<file path="src/rtl/regfile_pkg.sv">
// Shared register-file geometry and types for the writeback path.
package regfile_pkg;

    localparam int REG_ADDR_W = 5;
    localparam int REG_DATA_W = 32;
    localparam int NUM_REGS   = 32;
    localparam logic [REG_ADDR_W-1:0] REG_ZERO = 5'd0;

    typedef logic [REG_ADDR_W-1:0] reg_addr_t;
    typedef logic [REG_DATA_W-1:0] reg_data_t;

endpackage

</file>
<file path="src/rtl/rr_arbiter.sv">
// Round-robin arbiter: one-hot grant searched from last_grant+1, pointer moves on advance.
module rr_arbiter #(
    parameter int N = 2
) (
    input  logic         clk,
    input  logic         rst,
    input  logic [N-1:0] req,
    input  logic         advance,
    output logic [N-1:0] grant
);

    localparam int IDX_W = (N > 1) ? $clog2(N) : 1;

    logic [IDX_W-1:0] last_grant_q, last_grant_d;
    logic [IDX_W-1:0] grant_idx;
    logic             found;

    // NOTE: every combinational output gets a default first, so no path can infer a latch.
    always_comb begin
        grant     = '0;
        grant_idx = last_grant_q;
        found     = 1'b0;
        for (int k = 1; k <= N; k++) begin
            if (!found && req[(int'(last_grant_q) + k) % N]) begin
                grant[(int'(last_grant_q) + k) % N] = 1'b1;
                grant_idx = IDX_W'((int'(last_grant_q) + k) % N);
                found     = 1'b1;
            end
        end
        last_grant_d = advance ? grant_idx : last_grant_q;
    end

    // NOTE: state uses non-blocking assignments so all flops update from pre-edge values.
    always_ff @(posedge clk) begin
        if (rst) begin
            last_grant_q <= IDX_W'(N - 1);
        end else begin
            last_grant_q <= last_grant_d;
        end
    end

endmodule

</file>
<file path="src/rtl/regfile_wb_arbiter.sv">
// Shares the register file write port among writeback requesters and tracks
// pending destinations with one busy bit per architectural register.
module regfile_wb_arbiter
    import regfile_pkg::*;
#(
    parameter int NUM_REQ    = 2,
    parameter int DATA_WIDTH = 32,
    parameter int ADDR_WIDTH = 5
) (
    input  logic                             CLK,
    input  logic                             RESET,
    input  logic [NUM_REQ-1:0]               req_valid,
    output logic [NUM_REQ-1:0]               req_ready,
    input  logic [NUM_REQ*ADDR_WIDTH-1:0]    req_addr,
    input  logic [NUM_REQ*DATA_WIDTH-1:0]    req_data,
    input  logic                             claim_valid,
    input  logic [ADDR_WIDTH-1:0]            claim_addr,
    output logic                             claim_ready,
    output logic [NUM_REGS-1:0]              reg_busy,
    output logic                             RegWrite,
    output logic [ADDR_WIDTH-1:0]            WriteRegister,
    output logic [DATA_WIDTH-1:0]            WriteData
);

    logic [NUM_REQ-1:0]    grant;
    logic                  handshake;
    logic [ADDR_WIDTH-1:0] sel_addr;
    logic [DATA_WIDTH-1:0] sel_data;

    logic                  reg_write_q, reg_write_d;
    logic [ADDR_WIDTH-1:0] write_register_q, write_register_d;
    logic [DATA_WIDTH-1:0] write_data_q, write_data_d;
    logic [NUM_REGS-1:0]   busy_q, busy_d;
    logic                  clear_hit;
    logic                  claim_fire;

    rr_arbiter #(.N(NUM_REQ)) u_arb (
        .clk     (CLK),
        .rst     (RESET),
        .req     (req_valid),
        .advance (handshake),
        .grant   (grant)
    );

    assign req_ready = RESET ? '0 : grant;
    assign handshake = |req_ready;

    always_comb begin
        sel_addr = '0;
        sel_data = '0;
        for (int i = 0; i < NUM_REQ; i++) begin
            if (req_ready[i]) begin
                sel_addr = req_addr[i*ADDR_WIDTH +: ADDR_WIDTH];
                sel_data = req_data[i*DATA_WIDTH +: DATA_WIDTH];
            end
        end
    end

    // A write to x0 completes its handshake but never reaches the register file.
    always_comb begin
        reg_write_d      = handshake && (sel_addr != '0);
        write_register_d = handshake ? sel_addr : write_register_q;
        write_data_d     = handshake ? sel_data : write_data_q;
    end

    assign clear_hit   = reg_write_q && (write_register_q == claim_addr);
    assign claim_ready = !RESET && (!busy_q[claim_addr] || clear_hit || (claim_addr == '0));
    assign claim_fire  = claim_valid && claim_ready;

    // Clear is applied before set so a same-edge re-claim keeps the bit high.
    always_comb begin
        busy_d = busy_q;
        if (reg_write_q) begin
            busy_d[write_register_q] = 1'b0;
        end
        if (claim_fire) begin
            busy_d[claim_addr] = 1'b1;
        end
        busy_d[0] = 1'b0;
    end

    always_ff @(posedge CLK) begin
        if (RESET) begin
            reg_write_q      <= 1'b0;
            write_register_q <= '0;
            write_data_q     <= '0;
            busy_q           <= '0;
        end else begin
            reg_write_q      <= reg_write_d;
            write_register_q <= write_register_d;
            write_data_q     <= write_data_d;
            busy_q           <= busy_d;
        end
    end

    assign RegWrite      = reg_write_q;
    assign WriteRegister = write_register_q;
    assign WriteData     = write_data_q;
    assign reg_busy      = busy_q;

endmodule

</file>
<file path="config.mk">
export PLATFORM = sky130hd
export DESIGN_NAME = regfile_wb_arbiter
export DESIGN_NICKNAME = d
export VERILOG_FILES = /design/src/rtl/regfile_pkg.sv /design/src/rtl/rr_arbiter.sv /design/src/rtl/regfile_wb_arbiter.sv
export SDC_FILE = /design/constraint.sdc
export NUM_CORES = 1
export LEC_CHECK = 0
export BUFFER_PORTS_ARGS = -buffer_cell sky130_fd_sc_hd__buf_2
export CAP_MARGIN = 20
export CORE_MARGIN = 4
export CORE_UTILIZATION = 40
export DETAILED_ROUTE_END_ITERATION = 10
export PLACE_DENSITY = 0.75
export SLEW_MARGIN = 40
export SYNTH_ARGS = -nofsm -noshare
export SYNTH_HDL_FRONTEND = slang
export SYNTH_SLANG_ARGS = --single-unit
</file>
<file path="constraint.sdc">
create_clock -name CLK -period 2.5 [get_ports CLK]
set_clock_uncertainty 0.1 [all_clocks]
set_input_delay 0.5 -clock CLK [delete_from_list [all_inputs] [get_ports CLK]]
set_output_delay 0.5 -clock CLK [all_outputs]
set_load 0.01 [all_outputs]
</file>
==> results of run 1 <==
## path summary, 6_finish.rpt
path                       from             to
setup / recovery  claim_addr[2]    claim_ready
hold / removal      req_addr[2]       RegWrite
setup reg to reg       RegWrite   reg_busy[24]
hold reg to reg   WriteData[14]  WriteData[14]
## metrics by stage
step                TNS, ns  power, mW  cells
detailed placement   -0.150       1.74    682
global placement     -0.123       1.72    682
CTS                       0       2.77    697
global route              0       2.87    697
finish                    0       2.76    697
floorplan                 0       1.51    421
## cells by family (layout without fill, tap and decap cells)
group / Yosys count / in the layout
other: 1 / 1
AO/OA/AOI/OAI: 155 / 155
AND/OR/NAND/NOR: 124 / 124
XOR/XNOR: 5 / 5
multiplexers: 25 / 25
flip-flops: 70 / 70
buffers and inverters: 41 / 209
## area by class of cell
type | count | area (um2)
tap | 108 | 135
inverter | 3 | 11.3
multi-input combinational | 310 | 2100
clock inverter | 5 | 83.8
sequential | 70 | 1400
timing repair buffer | 191 | 1090
fill | 842 | 3890
clock buffer | 10 | 138
## worst register-to-register path, cell delays in order (launching register included)
cell	delay (ns)
dfxtp_1	0.55
or3b_2	0.57
o211a_1	0.24
a31oi_1	0.15
o31ai_1	0.11
## layer usage
layer / track usage / vias up / wire [um]
met1: 0.295 / 1960 / 5400
met3: 0.0770 / 26 / 1520
li1: - / 1938 / -
met2: 0.408 / 238 / 6370
met4: 0.0807 / 0 / 221
met5: 0 / - / 0
## flip-flops by register name, summed over array words and instances, names as in the netlist
register and count:
WriteRegister 5, RegWrite 1, WriteData 32, u_arb.last_grant_q 1, reg_busy 31
## layout by cell type (no fill, tap or decap), types with 3 or more instances in the layout
cell	n
nor2_1	15
nor3_2	3
nand3_1	6
buf_4	34
a22oi_1	28
nor3_1	4
a21oi_1	38
dfxtp_1	70
nand3b_1	6
nand2_1	56
xnor2_1	5
mux2_2	3
a211oi_1	8
clkbuf_8	10
or3_1	4
o31ai_1	30
nand4_1	4
mux2i_1	21
o22ai_1	3
a31oi_1	4
o211a_1	7
nor3b_1	8
or3b_1	3
buf_2	152
a32oi_1	19
o311a_1	5
## Yosys cell counts, types with 2 or more instances
library cell	count
dfxtp_1	70
nand2_1	56
a21oi_1	38
o31ai_1	31
a22oi_1	28
mux2i_1	22
clkbuf_1	20
a32oi_1	19
nor2_1	16
buf_2	10
a211oi_1	8
nor3b_1	8
o211a_1	7
nand3_1	6
nand3b_1	6
o311a_1	5
xnor2_1	5
a31oi_1	4
nand4_1	4
nor3_1	4
nor3_2	4
or3_1	4
buf_4	3
buf_6	3
mux2_2	3
o22ai_1	3
or3b_1	3
and3_1	2
and3b_1	2
inv_1	2
nor4b_1	2
o41ai_1	2
## power by group
group / internal [mW] / switching, mW / leakage [nW]
Combinational: 0.216 / 0.298 / 1.51
Clock: 0.585 / 0.449 / 0.105
Sequential: 1.17 / 0.0362 / 0.573
Total: 1.97 / 0.784 / 2.18
## repair_timing
action                     4_1_cts  5_1_grt
setup endpoints to repair        1        1
gates resized for setup          3        4
pin swaps                        0        1
==> reports/results.tsv, run 1 <==
stage	metric	value	unit
run_status	status	finished clean	
pwr	leakage	2.18	nW
layout	area_growth	34.8	%
sta	fin_hold_ws	0.281	ns
yosys	synthTopCellsByArea	dfxtp_1 (38%), o31ai_1 (6.3%), mux2i_1 (6.0%), a22oi_1 (5.7%), nand2_1 (5.7%)	
yosys	synth.cell_area	3670	um2
route	avgRoutedWirePerCell	19.4	um
layout	drive_above_1_share	0.380	
sta	rsz0062_at_grt	no	
flow_run	cap_violations	0	
yosys	postSynthAreaPerCell	8.73	um2
worst_setup_path	critPathKind	in -> out	
pwr	powerDensity	556	nW/um2
worst_setup_path	max_stage_delay	0.39	ns
yosys	ys_seq_elements	70	
worst_setup_path	critPathLaunchType	input pin	
worst_setup_path	reg2reg_setup_slack	0.64	ns
yosys	synth_compound_area_frac	0.308	
route	dr.first_iter.drc_count	282	
placement	finalWeightedCongestion	0.988	
hold_path	hp-class	in -> reg	
hold_path	worstHoldPathCells	3	
route	route.detailed.drc	0	
yosys	syn_nets	505	
sta	maxSlewHeadroom	0.589	
worst_setup_path	path_cells	clkbuf_4 -> buf_4 -> or3_1 -> o32ai_2 -> nand2_1 -> o31ai_2 -> buf_2	
floorplanning	die_h	104	um
worst_setup_path	cp_max_fo	12	
yosys	synth_ff_type	dfxtp_1	
floorplanning	dieArea	10800	um2
clock_tree	cts.sinks	70	
floorplanning	io_pins	157	
route	finalWirelength	13500	um
clock_tree	hold_buffers	0	
placement	place_area	4710	um2
sta	fin_crit	2.42	ns
sta	fmax	414	MHz
yosys	synthMuxAreaShare	0.0691	
placement	port_buffers	155	
layout	num_antenna_cells	0	
yosys	synthAdderAreaFrac	0	
clock_tree	htreeDepth	3	
grt	antenna_found_initial	0	
route	vias_per_cell	5.97	
worst_setup_path	worst_path_max_delay_cell	or3_1	
route	drt_first_pass_iters	5	
yosys	yosys.area_share.simple	0.174	
layout	stdcell_area	4950	um2
sta	setup_viol	0	
clock_tree	clockBufferDepth	2	
clock_tree	cts_tree	yes	
layout	fin_util	0.560	
floorplanning	die_w	104	um
route	vias	4162	
worst_setup_path	path_buf_inv	3	
clock_tree	clk_pin_slew	0.08	ns
yosys	synth-async-reset-ratio	0	
yosys	netlist_instances	421	
yosys	synth_cell_type_count	53	
pwr	vdd_drop_max	0.268	mV
worst_setup_path	worstSetupEndpointType	output pin	
sta	worst_slew_pin_slew	0.615	ns
yosys	synth_edf_count	0	
grt	grt_usage	0.243	
sta	slew_violations	0	
clock_tree	clock_latency	0.35	ns
grt	grt_pass1_vias	4179	
yosys	seq_area_frac_synth	0.381	
worst_setup_path	critical-path-top-delay-family	buffers and inverters	
yosys	synthXorXnorAreaFrac	0.0119	
clock_tree	cts_setup_buffers	0	
worst_setup_path	reg2reg_depth	4	
floorplanning	core	8850	um2
worst_setup_path	worstPathArrival	1.82	ns
clock_tree	cts_made_buffers	9	
grt	overflow	0	
sta	finalWorstSetupSlack	0.0835	ns
worst_setup_path	cp.depth	7	
worst_setup_path	cp_data_required_time	1.90	ns
floorplanning	initial_utilization	0.415	
sta	hold_violations	0	
placement	dpl.hpwl	9920	um
placement	post-place-ws	-0.150	ns
yosys	yosys.area.top_type_share	0.381	
yosys	yosys.area.top_type	dfxtp_1	
grt	grt_first_pass_wirelength	21500	um
clock_tree	cts_root_buf	clkbuf_8	
grt	grt_max_degree	32	
yosys	synth-warning-count	0	
floorplanning	rows	34	
yosys	synth_top_family_by_area	compound AO/OA/AOI/OAI gates	
sta	post-route-period-util	0.967	
layout	layout.nets	669	
route	final_antenna_net_count	0	
(Power assumes the default switching activity.)
==> inputs of run 2 (changes only) <==
--- a/config.mk
+++ b/config.mk
@@ -10,8 +10,9 @@
 export CORE_MARGIN = 4
 export CORE_UTILIZATION = 40
 export DETAILED_ROUTE_END_ITERATION = 10
-export PLACE_DENSITY = 0.75
+export PLACE_DENSITY = 0.74
 export SLEW_MARGIN = 40
 export SYNTH_ARGS = -nofsm -noshare
 export SYNTH_HDL_FRONTEND = slang
+export SYNTH_HIERARCHICAL = 1
 export SYNTH_SLANG_ARGS = --single-unit
==> run 2 against run 1 <==
Effect of this change:
- clock-buffer cell count up 2
- maximum frequency shrank 3.3%
- die area grew 4.3%
- global-route usage decreased by 2.7 points
- register-to-register slack got worse by 0.38 ns
- largest cell class unchanged
- wire length fell by 7.8%
- sequential power barely moved
- combinational power rose by 11%
- design area increased by 4.6%
- synthesized cell count is 13% higher
- sequential share of layout area decreased by 1.1 points
- final cell count rose by 11%
==> reports/results.tsv, run 2 <==
stage	metric	value	unit	change
route	final_antenna_net_count	0		unchanged
sta	hold_violations	0		unchanged
grt	overflow	0		unchanged
pwr	leakage	2.45	nW	+12%
worst_setup_path	critPathKind	in -> out		
clock_tree	clockBufferDepth	2		unchanged
layout	area_growth	34.8	%	about the same
yosys	synth_ff_type	dfxtp_1		
yosys	yosys-top-cells-count	nor2_1 (96), dfxtp_1 (70), mux2i_1 (47)		
yosys	synth-async-reset-ratio	0		unchanged
yosys	synth.cell_area	3840	um2	+4.6%
sta	maxSlewHeadroom	0.597		+0.00859
sta	slew_violations	0		unchanged
grt	grt_pass1_vias	4071		-2.6%
yosys	yosys.area.top_type_share	0.364		-0.0169
layout	multi_input_comb_area	2330	um2	+11%
placement	dpl.hpwl	9240	um	-6.9%
placement	place_area	4890	um2	+3.9%
route	vias_per_cell	5.28		-12%
route	dr.first_iter.drc_count	162		-43%
layout	stdcell_area	5180	um2	+4.6%
sta	fmax	400	MHz	-3.3%
sta	rsz0062_at_grt	yes		
pwr	seqPwrFrac	0.470		+0.032
worst_setup_path	path_common_cell	buf_12		
floorplanning	core	9280	um2	+4.9%
yosys	synth_edf_count	0		unchanged
layout	largest_reg_flops	32		unchanged
yosys	netlist_instances	477		+13%
layout	register_area	1410	um2	+0.45%
grt	grt_max_degree	63		+97%
clock_tree	cts_root_buf	clkbuf_8		
layout	final_cells	771		+11%
pwr	swShare	0.299		+0.0143
clock_tree	cts_tree	yes		
yosys	yosys.area_share.simple	0.255		+0.0811
sta	post-route-period-util	0.999		+0.0328
clock_tree	cts_made_buffers	9		unchanged
pwr	p_switching	0.766	mW	-2.3%
route	drt_first_pass_iters	5		unchanged
worst_setup_path	cp_data_required_time	1.90	ns	about the same
yosys	synth-warning-count	6		+6
worst_setup_path	max_stage_delay	0.35	ns	-0.04 ns
pwr	powerDensity	495	nW/um2	-11%
yosys	synth_cell_type_count	42		-21%
hold_path	hp-class	in -> reg		
clock_tree	hold_buffers	0		unchanged
route	avgRoutedWirePerCell	16.2	um	-17%
worst_setup_path	worstSetupEndpointType	output pin		
sta	fin_hold_ws	0.293	ns	+0.0120 ns
yosys	synthAdderAreaFrac	0		unchanged
floorplanning	rows	35		+2.9%
clock_tree	htreeDepth	3		unchanged
pwr	vdd_drop_max	0.271	mV	+1.1%
placement	port_buffers	155		unchanged
pwr	pwr-share-clk	0.308		-0.067
clock_tree	cts.sinks	70		unchanged
route	route.detailed.drc	0		unchanged
placement	placed_cells	750		+10%
worst_setup_path	critPathLaunchType	input pin		
worst_setup_path	timing.rr.start	reg_busy[15]		
sta	worst_slew_pin_slew	0.603	ns	-0.0127 ns
yosys	synthXorXnorAreaFrac	0.0114		-0.000527
layout	mostFrequentLayoutCell	buf_2		
yosys	yosysMostFrequentCell	nor2_1		
pwr	p_comb_frac	0.222		+0.035
placement	finalWeightedCongestion	0.891		-9.8%
yosys	synth_top_family_by_area	simple AND/OR/NAND/NOR gates		
floorplanning	initial_utilization	0.414		-0.00115
grt	grt_first_pass_wirelength	19800	um	-7.9%
worst_setup_path	worstPathArrival	1.90	ns	+0.08 ns
clock_tree	clk_pin_slew	0.07	ns	about the same
yosys	synthTopCellsByArea	dfxtp_1 (36%), mux2i_1 (12%), nor2_1 (9.4%), o41ai_2 (5.5%), a21oi_1 (5.3%)		
worst_setup_path	path_cells	buf_12 -> buf_12 -> mux2_2 -> a31oi_1 -> o22ai_1 -> o31a_1 -> nor2_4 -> buf_6		
clock_tree	clock_latency	0.34	ns	about the same
floorplanning	dieArea	11200	um2	+4.3%
yosys	yosys.area.top_type	dfxtp_1		
worst_setup_path	crit_start	claim_addr[1]		
yosys	synth_compound_area_frac	0.181		-0.127
yosys	seq_area_frac_synth	0.364		-0.0169
layout	fin_util	0.558		-0.00146
route	vias	4069		-2.2%
hold_path	hp-start	req_data[60]		
worst_setup_path	cp_max_fo	6		-6
yosys	postSynthAreaPerCell	8.06	um2	-7.7%
layout	drive_above_1_share	0.383		+0.00287
layout	layout.nets	723		+8.1%
layout	fillers	871		+3.4%
sta	fin_crit	2.50	ns	+0.0821 ns
run_status	status	finished clean		
route	finalWirelength	12500	um	-7.8%
yosys	synthMuxAreaShare	0.137		+0.0679
layout	num_antenna_cells	0		unchanged
flow_run	cap_violations	0		unchanged
layout	layout_common_cells	buf_2 (153), nor2_1 (95), dfxtp_1 (65)		
floorplanning	io_pins	157		unchanged
sta	setup_viol	0		unchanged
pwr	internal_power	1.80	mW	-8.8%
yosys	ys_seq_elements	70		unchanged
worst_setup_path	worst_path_max_delay_cell	o31a_1		
yosys	syn_nets	561		+11%
grt	grt_usage	0.216		-0.0268
floorplanning	die_h	106	um	+2.1%
grt	antenna_found_initial	0		unchanged
floorplanning	die_w	106	um	+2.1%
-- run 2: cell types whose count changed after synthesis, sizes merged, moves of 18 or more --
cell,delta
a22oi,-28
a32oi,-19
mux2i,+25
nand2,-18
nor2,+80
nor2b,+18
o21ai,+31
o31ai,-32
-- run 2: repair_timing --
action                     CTS  global route
buffers inserted             7             0
setup endpoints to repair    1             1
gates resized for setup     16             7
pin swaps                    6             4
-- run 2: per-layer routing --
metal | GRT usage | share of wire
met1 | 0.269 | 0.41
met2 | 0.356 | 0.46
met3 | 0.0571 | 0.098
met4 | 0.0888 | 0.025
met5 | 0 | 0
-- run 2: final timing paths --
check	endpoint	slack, ns	cells after the start
max	claim_ready	0.001	8
min	WriteData[28]	0.29	3
max reg2reg	reg_busy[5]	0.26	7
min reg2reg	reg_busy[10]	0.42	2
-- run 2: cell type report --
cell class / instances / area share
Timing Repair Buffer: 194 / 0.217
Clock inverter: 2 / 0.00193
Inverter: 1 / 0.000724
Multi-Input combinational cell: 363 / 0.450
Tap cell: 129 / 0.0311
Clock buffer: 12 / 0.0280
Sequential cell: 70 / 0.272
-- run 2: logic make-up after synthesis --
kind of cell              count (synthesis)
xor gates and xnor gates                  5
other                                     1
buffers and inverters                    44
AOI/OAI and AO/OA                       101
and+or+nand+nor                         205
DFF                                      70
muxes                                    51
-- run 2: critical path, delay by kind of cell --
family,cells,cell delay (ns)
compound gates,3,0.65
mux,1,0.33
buf+inv,3,0.31
simple gates,1,0.10
-- run 2: power groups by stage --
stage | Sequential [mW] | Combinational (mW) | Clock [mW]
finish | 1.20 | 0.569 | 0.790
global route | 1.21 | 0.623 | 0.848
global placement | 1.23 | 0.532 | 0
floorplan | 1.25 | 0.301 | 0
CTS | 1.20 | 0.561 | 0.810
detailed placement | 1.23 | 0.548 | 0
-- run 2: through the flow --
| step | setup slack [ns] | TNS [ns] | total power [mW] |
|---|---|---|---|
| floorplan | 0.0326 | 0 | 1.55 |
| global placement | -0.0987 | -0.0987 | 1.76 |
| detailed placement | -0.125 | -0.542 | 1.78 |
| CTS | 0.00319 | 0 | 2.57 |
| global route | -0.0221 | -0.0221 | 2.68 |
| finish | 0.00148 | 0 | 2.56 |
